[src/rtl/input_stream_mux2_1_pkg.sv]
// Shared types and default sizing for the two-lane operand streamer.
package input_stream_pkg;

   typedef enum logic [1:0] {
      ST_EMPTY  = 2'd0,
      ST_ARMED  = 2'd1,
      ST_STREAM = 2'd2
   } lane_state_t;

   localparam int DEF_WIDTH = 16;
   localparam int DEF_DEPTH = 4;

endpackage

[src/rtl/input_stream_mux2_1_if.sv]
// Block-in / word-out bus of the two-lane operand streamer.
interface input_stream_mux2_1_if #(
   parameter int WIDTH = input_stream_pkg::DEF_WIDTH,
   parameter int DEPTH = input_stream_pkg::DEF_DEPTH
);
   // Handshake: a block moves on a rising edge where in_valid && in_ready; in_ready
   // never depends on in_valid, and out_validN alone qualifies out_dataN.
   logic                     in_valid;
   logic                     in_ready;
   logic [WIDTH*DEPTH-1:0]   in_data0;
   logic [WIDTH*DEPTH-1:0]   in_data1;
   logic [WIDTH-1:0]         out_data0;
   logic [WIDTH-1:0]         out_data1;
   logic                     out_valid0;
   logic                     out_valid1;
   logic [1:0]               lane_done;

   modport master (
      output in_valid, in_data0, in_data1,
      input  in_ready, out_data0, out_data1, out_valid0, out_valid1, lane_done
   );

   modport slave (
      input  in_valid, in_data0, in_data1,
      output in_ready, out_data0, out_data1, out_valid0, out_valid1, lane_done
   );

endinterface

[src/rtl/input_stream_mux2_1_stream_lane.sv]
// One operand lane: block buffer, EMPTY/ARMED/STREAM sequencer, output word and done pulse.
// STREAM_ZERO_FILL_EN forces the output word to zero whenever it is not valid.
module stream_lane
   import input_stream_pkg::*;
#(
   parameter int WIDTH = DEF_WIDTH,
   parameter int DEPTH = DEF_DEPTH
) (
   input  logic                   i_clk,
   input  logic                   i_rst_n,
   input  logic                   i_en,
   input  logic                   i_hold,
   input  logic                   i_load,
   input  logic [WIDTH*DEPTH-1:0] i_block,
   output logic [WIDTH-1:0]       o_data,
   output logic                   o_valid,
   output logic                   o_done,
   output logic                   o_empty,
   output lane_state_t            o_state
);

   localparam int PTRW = $clog2(DEPTH + 1);
   localparam int IDXW = (DEPTH > 1) ? $clog2(DEPTH) : 1;

   localparam logic [1:0] S_EMPTY  = ST_EMPTY;
   localparam logic [1:0] S_ARMED  = ST_ARMED;
   localparam logic [1:0] S_STREAM = ST_STREAM;

   logic [1:0]       r_state;
   logic [PTRW-1:0]  r_ptr;
   logic [WIDTH-1:0] r_buf [DEPTH];
   logic [WIDTH-1:0] r_data;
   logic             r_valid;
   logic             r_done;
   logic [WIDTH-1:0] w_word;
   logic [WIDTH-1:0] w_idle_data;

   assign w_word = r_buf[r_ptr[IDXW-1:0]];

`ifdef STREAM_ZERO_FILL_EN
   assign w_idle_data = '0;
`else
   assign w_idle_data = r_data;
`endif

   // The buffer is only rewritten by a load, so a restart after abort replays the same block.
   always_ff @(posedge i_clk) begin
      if (i_load && (r_state == S_EMPTY)) begin
         for (int k = 0; k < DEPTH; k++) begin
            r_buf[k] <= i_block[k*WIDTH +: WIDTH];
         end
      end
   end

   always_ff @(posedge i_clk) begin
      if (!i_rst_n) begin
         r_state <= S_EMPTY;
         r_ptr   <= '0;
         r_data  <= '0;
         r_valid <= 1'b0;
         r_done  <= 1'b0;
      end else begin
         if (i_en) begin
            r_done <= 1'b0;
         end
         case (r_state)
            S_EMPTY: begin
               if (i_load) begin
                  r_state <= S_ARMED;
                  r_ptr   <= '0;
               end
            end
            S_ARMED: begin
               if (i_en && !i_hold) begin
                  r_data  <= r_buf[0];
                  r_valid <= 1'b1;
                  r_ptr   <= PTRW'(1);
                  r_state <= S_STREAM;
               end
            end
            S_STREAM: begin
               // Abort ignores en so the control stage can always pull a lane back.
               if (i_hold) begin
                  r_valid <= 1'b0;
                  r_data  <= w_idle_data;
                  r_ptr   <= '0;
                  r_state <= S_ARMED;
               end else if (i_en) begin
                  if (r_ptr == PTRW'(DEPTH)) begin
                     r_valid <= 1'b0;
                     r_data  <= w_idle_data;
                     r_done  <= 1'b1;
                     r_ptr   <= '0;
                     r_state <= S_EMPTY;
                  end else begin
                     r_data <= w_word;
                     r_ptr  <= r_ptr + PTRW'(1);
                  end
               end
            end
            default: r_state <= S_EMPTY;
         endcase
      end
   end

   assign o_data  = r_data;
   assign o_valid = r_valid;
   assign o_done  = r_done;
   assign o_empty = (r_state == S_EMPTY);
   assign o_state = lane_state_t'(r_state);

endmodule

[src/rtl/input_stream_mux2_1.sv]
// Two-lane operand streamer feeding the Multi-MAC array; lanes release independently.
// STREAM_ZERO_FILL_EN (in stream_lane) zeroes lane words outside their valid cycles.
module input_stream_mux2_1
   import input_stream_pkg::*;
#(
   parameter int WIDTH = DEF_WIDTH,
   parameter int DEPTH = DEF_DEPTH
) (
   input  logic                  i_clk,
   input  logic                  i_rst_n,
   input  logic                  i_en,
   input  logic [1:0]            i_mux_reset,
   input_stream_mux2_1_if.slave  io_bus,
   output lane_state_t           o_dbg_state0,
   output lane_state_t           o_dbg_state1
);

   logic             w_empty0;
   logic             w_empty1;
   logic             w_in_ready;
   logic             w_load;
   logic [WIDTH-1:0] w_data0;
   logic [WIDTH-1:0] w_data1;
   logic             w_valid0;
   logic             w_valid1;
   logic             w_done0;
   logic             w_done1;

   // A block is shared by both lanes, so both must be drained before the next one.
   assign w_in_ready = w_empty0 & w_empty1;
   assign w_load     = io_bus.in_valid & w_in_ready;

   stream_lane #(.WIDTH(WIDTH), .DEPTH(DEPTH)) u_lane0 (
      .i_clk   (i_clk),
      .i_rst_n (i_rst_n),
      .i_en    (i_en),
      .i_hold  (i_mux_reset[0]),
      .i_load  (w_load),
      .i_block (io_bus.in_data0),
      .o_data  (w_data0),
      .o_valid (w_valid0),
      .o_done  (w_done0),
      .o_empty (w_empty0),
      .o_state (o_dbg_state0)
   );

   stream_lane #(.WIDTH(WIDTH), .DEPTH(DEPTH)) u_lane1 (
      .i_clk   (i_clk),
      .i_rst_n (i_rst_n),
      .i_en    (i_en),
      .i_hold  (i_mux_reset[1]),
      .i_load  (w_load),
      .i_block (io_bus.in_data1),
      .o_data  (w_data1),
      .o_valid (w_valid1),
      .o_done  (w_done1),
      .o_empty (w_empty1),
      .o_state (o_dbg_state1)
   );

   assign io_bus.in_ready   = w_in_ready;
   assign io_bus.out_data0  = w_data0;
   assign io_bus.out_data1  = w_data1;
   assign io_bus.out_valid0 = w_valid0;
   assign io_bus.out_valid1 = w_valid1;
   assign io_bus.lane_done  = {w_done1, w_done0};

endmodule

[src/flat_wrapper.sv]
// flat-port wrapper written by rule: the top's interface ports become plain ports
module input_stream_mux2_1_flat import input_stream_pkg::*;
#(
   parameter int WIDTH = DEF_WIDTH,
   parameter int DEPTH = DEF_DEPTH
)
  (i_clk, i_rst_n, i_en, i_mux_reset, o_dbg_state0, o_dbg_state1, io_bus_in_valid, io_bus_in_data0, io_bus_in_data1, io_bus_in_ready, io_bus_out_data0, io_bus_out_data1, io_bus_out_valid0, io_bus_out_valid1, io_bus_lane_done);
  input_stream_mux2_1_if #(.WIDTH(WIDTH), .DEPTH(DEPTH)) io_bus_i ();
  input  logic i_clk;
  input  logic i_rst_n;
  input  logic i_en;
  input  logic [1:0] i_mux_reset;
  output lane_state_t o_dbg_state0;
  output lane_state_t o_dbg_state1;
  input wire logic [$bits(io_bus_i.in_valid)-1:0] io_bus_in_valid;
  input wire logic [$bits(io_bus_i.in_data0)-1:0] io_bus_in_data0;
  input wire logic [$bits(io_bus_i.in_data1)-1:0] io_bus_in_data1;
  output wire logic [$bits(io_bus_i.in_ready)-1:0] io_bus_in_ready;
  output wire logic [$bits(io_bus_i.out_data0)-1:0] io_bus_out_data0;
  output wire logic [$bits(io_bus_i.out_data1)-1:0] io_bus_out_data1;
  output wire logic [$bits(io_bus_i.out_valid0)-1:0] io_bus_out_valid0;
  output wire logic [$bits(io_bus_i.out_valid1)-1:0] io_bus_out_valid1;
  output wire logic [$bits(io_bus_i.lane_done)-1:0] io_bus_lane_done;
  assign io_bus_i.in_valid = io_bus_in_valid;
  assign io_bus_i.in_data0 = io_bus_in_data0;
  assign io_bus_i.in_data1 = io_bus_in_data1;
  assign io_bus_in_ready = io_bus_i.in_ready;
  assign io_bus_out_data0 = io_bus_i.out_data0;
  assign io_bus_out_data1 = io_bus_i.out_data1;
  assign io_bus_out_valid0 = io_bus_i.out_valid0;
  assign io_bus_out_valid1 = io_bus_i.out_valid1;
  assign io_bus_lane_done = io_bus_i.lane_done;
  input_stream_mux2_1 #(.WIDTH(WIDTH), .DEPTH(DEPTH)) u_core (.i_clk(i_clk), .i_rst_n(i_rst_n), .i_en(i_en), .i_mux_reset(i_mux_reset), .io_bus(io_bus_i), .o_dbg_state0(o_dbg_state0), .o_dbg_state1(o_dbg_state1));
endmodule
[config.mk]
export PLATFORM = sky130hd
export DESIGN_NAME = input_stream_mux2_1_flat
export DESIGN_NICKNAME = d
export VERILOG_FILES = /design/src/rtl/input_stream_mux2_1_pkg.sv /design/src/rtl/input_stream_mux2_1_if.sv /design/src/rtl/input_stream_mux2_1_stream_lane.sv /design/src/rtl/input_stream_mux2_1.sv /design/src/flat_wrapper.sv
export SDC_FILE = /design/constraint.sdc
export NUM_CORES = 1
export LEC_CHECK = 0
export BUFFER_PORTS_ARGS = -buffer_cell sky130_fd_sc_hd__buf_2
export CAP_MARGIN = 20
export CORE_MARGIN = 3
export CORE_UTILIZATION = 30
export CTS_BUF_LIST = sky130_fd_sc_hd__clkbuf_4
export DETAILED_ROUTE_END_ITERATION = 8
export PLACE_DENSITY_LB_ADDON = 0.08
export SKIP_CTS_REPAIR_TIMING = 1
export SYNTH_ARGS = -nofsm -noshare
export SYNTH_HDL_FRONTEND = slang
export SYNTH_HIERARCHICAL = 1
export SYNTH_SLANG_ARGS = --single-unit
[constraint.sdc]
create_clock -name i_clk -period 7.5 [get_ports i_clk]
set_input_delay 2.25 -clock i_clk [delete_from_list [all_inputs] [get_ports i_clk]]
set_output_delay 2.25 -clock i_clk [all_outputs]
set_load 0.02 [all_outputs]
==> results summary <==
Measured against its own limit, the worst slew margin works out to 27.2%. The number of optimization iterations in the first detailed-route pass came out at 4. Fill cells in the final layout number 2,375. The design area came out at 8670 µm². The number of antenna violations at the first check in global routing was 2. Setup repair after global routing left no endpoint under its margin. The share of synthesized flip-flops with an asynchronous set or reset came out at 0%. The mux cell area share after synthesis came out at 4.73%. The analysis attributes to cell leakage a power of 0.00306 µW. For the pin with the worst max-slew slack, the measured transition is 1.09 ns. The total detailed-routing wirelength came out at 17,000 µm. The run finished with clean final reports.

The fmax came out at 0.254 GHz. The class of the tightest hold or removal check is flop to flop. STA classifies the critical path startpoint as a flop. The worst voltage drop across the vdd grid came out at 139 µV. The synthesized cell area came out at 7200 µm². The final worst-path cycle share is 52.5%.

The fraction of the yosys area taken by sequential cells is 67.3%. The flip-flop and latch count after synthesis came out at 178. The aggregate global routing overflow came out at 0. The reg-to-reg setup timing slack is 5.00 ns. The aggregate negative setup slack is 0 ns. Once placement completed, the tool counted placed cells totaling 982. The total number of H-tree levels is 4.

The final-stage net count came out at 834. The area share of fa/ha/maj cells after synthesis came out at 2.78%. The gate count of the mapped netlist is 512. Measured along the x axis, the die boundary spans 161 µm. The clock tree from TritonCTS is built. The number of buffers added by the clock tree synthesis step is 17. The starting density of the core came out at 30.6%. CTS saw 178 sinks.

The count of buffers inserted at the top-level ports came out at 174. For the worst setup path, the data arrival time is 1.69 ns. Cells with a size suffix above 1 make up 34.6% of the layout.

The compound-cell area share of the yosys netlist came out at 11.2%. The worst endpoint required time is 5.25 ns. In the final layout, flip-flops and latches occupy 4840 µm². No sink is reached through more buffers than the 2 on the longest clock path. The number of rows in the core area came out at 56. Compared with the post-synthesis result, the final layout area differs by 20.4%. The final-report hold violation count is 0. The critical path endpoint category is a primary output. Summed over its instances, the top area cell type makes up 53.4% of the synthesized netlist area.

By area the synthesized netlist is led by edfxtp_1 53%, dfxtp_1 14%, mux2i_1 4.7%. The total half-perimeter wirelength after legalization and detailed placement came out at 11,500 µm. The height of the die is 161 µm. The area of the placeable core came out at 23,500 µm².

The setup path with the least slack is of type flop to primary output. Across every metal layer, demand over resource in global routing totals 13.4%. Summed over all instances, the cell type with the most area after synthesis is edfxtp_1.

The largest driver fanout on the critical path came out at 7. Max-cap violations in this run came to 0. The total DRC errors in the routed layout is 0. The detail route stage leaves a number of antenna-violating nets equal to 0. The placed standard-cell area came out at 8340 µm². The worst path meets setup with 3.56 ns of slack.

The synthesized-area fraction occupied by xor and xnor cells is 0%. The number of distinct library cells after synthesis is 43. The first global-routing pass estimated 26,900 µm of wire.

The latest clock arrival within the worst-skew pair is 0.54 ns. The largest net degree at the start of global routing came out at 65. The area of the die is 25,900 µm².

The count of boundary I/O pins came out at 175. The minimum clock period after layout is 3.94 ns. Routability-driven placement finished with a final weighted congestion of 0.771. The worst setup slack after placement is 2.71 ns. The via count of the first global-routing pass is 4,900. The routed via count divided by cell count is 4.51.

For this run, the leading register cell type out of synthesis is edfxtp_1. Setup violations remaining at the end of the flow were counted as 0. The count of flip-flops with a built-in enable after synthesis is 128.

By area, the combinational part of the netlist is dominated by compound AO/OA/AOI/OAI gates. The largest clock skew in the final design is 0.0261 ns. The count of non-filler cells in the finished layout is 1,017. The area of the multi-input gates came out at 2150 µm². For this design the ratio of total power to cell area is 310 nW/µm². Dividing the detail-routed wire length by the instance count gives 16.7 µm. For this run, the number of Yosys warnings is 6.

The tree is rooted in a clkbuf_4. The mean instance size in the synthesized netlist came out at 14.1 µm². The post-synthesis net count is 662. The total via count in the routed design came out at 4,588. The fraction of the mapped netlist area in simple logic gates is 10.9%. The clock slew seen by the registers of the worst setup and hold paths came out at 0.16 ns. The final max-slew violation count came out at 0. The number of design-rule violations left by the first detailed-router iteration came out at 233.
## per-layer routing
metal / track usage, % / share of wire (%)
met1: 17.3 / 46
met2: 22.4 / 49
met3: 3.59 / 3.8
met4: 3.56 / 1.1
met5: 0 / 0.077
## final timing paths
path / startpoint / to / depth (start not counted)
min: flop / flop / 2
min reg2reg: flop / flop / 2
max reg2reg: u_core/u_lane0/o_state[0]$_SDFFE_PN0P_ / u_core/u_lane0/o_data[4]$_SDFFE_PN0P_ / 6
max: u_core/u_lane0/o_state[0]$_SDFFE_PN0P_ / io_bus_in_ready / 4
## cells in the mapped netlist, types with 2 or more instances
master       n
clkbuf_1     9
nand2_1     35
inv_1       12
o21ai_0     34
a2111oi_1   13
nand2b_1     7
a211oi_1     2
o31ai_1      3
edfxtp_1   128
o21a_1       4
ha_1        16
buf_2        5
buf_6        6
mux2i_1     34
a21oi_1      9
dfxtp_1     50
or4_1        2
nor2_1      42
nor2b_1      5
and2_1       4
nand3_1      7
nor2_2       2
nor3_1       6
buf_4        6
a2111oi_2   19
a221oi_1     4
nor3b_1     32
## per-stage QoR
| step | hold WS (ns) | power, µW | util, % |
|---|---|---|---|
| after floorplan | 0.445 | 1940 | - |
| after global placement | 0.459 | 2140 | 35.4 |
| after detailed placement | 0.461 | 2160 | 35.4 |
| after CTS | 0.485 | 2730 | 36.7 |
| after global routing | 0.520 | 2870 | 36.8 |
| final | 0.483 | 2690 | 36.8 |
## cell usage in the layout, fill, tap and decap left out, types with 3 or more instances in the layout
cell	count
ha_1	16
clkbuf_4	19
dfxtp_1	50
nor3b_1	32
nand2_1	35
o31ai_1	3
a21oi_1	9
buf_2	174
mux2i_1	34
nand3_1	7
and2_2	3
nor3_1	6
a2111oi_1	13
edfxtp_1	128
a221oi_1	4
o21ai_0	34
nand2b_1	7
a2111oi_2	19
inv_6	3
nor2_1	42
inv_1	12
buf_4	4
o21a_1	4
nor2b_1	5
## registers in the layout, indices dropped and copies added, names as in the netlist, named ones only
name and count:
u_core/u_lane0/r_buf 64, u_core/u_lane1/r_buf 64, u_core/u_lane0/o_data 16, u_core/u_lane1/o_data 16, u_core/u_lane0/r_ptr 3, u_core/u_lane1/r_ptr 3
u_core/u_lane0/o_state 2, u_core/u_lane1/o_state 2, u_core/u_lane0/o_valid 1, u_core/u_lane1/o_valid 1
## critical path: stages, from the launching register on
cell and delay, ns:
dfxtp_1 0.49, inv_1 0.10, ha_1 0.25, and2_1 0.16, buf_2 0.15
## where the power goes
group | switching (µW) | total (µW) | leakage (µW) | internal, µW
registers | 93.9 | 1500 | 0.00160 | 1410
clock network | 352 | 566 | 0.000158 | 213
logic | 408 | 618 | 0.00130 | 209
total | 855 | 2690 | 0.00306 | 1830
## kinds of logic (layout without fill, tap and decap cells)
logic type               Yosys count  after routing
other                              0              1
buffers and inverters             39            224
flip-flops                       178            178
AO/OA/AOI/OAI                     95             95
adder cells (fa/ha/maj)           16             16
AND/OR/NAND/NOR                  150            150
multiplexers                      34             34
## final cells by class
type                    count  share of cell area [%]
inverters                  12                   0.520
multi-input cells         295                    24.8
clock inverters            13                    1.75
diodes                      1                  0.0289
clock buffers              19                    1.65
flip-flops and latches    178                    55.9
well taps                 319                    4.61
repair buffers            180                    10.7
(Power assumes the default switching activity.)
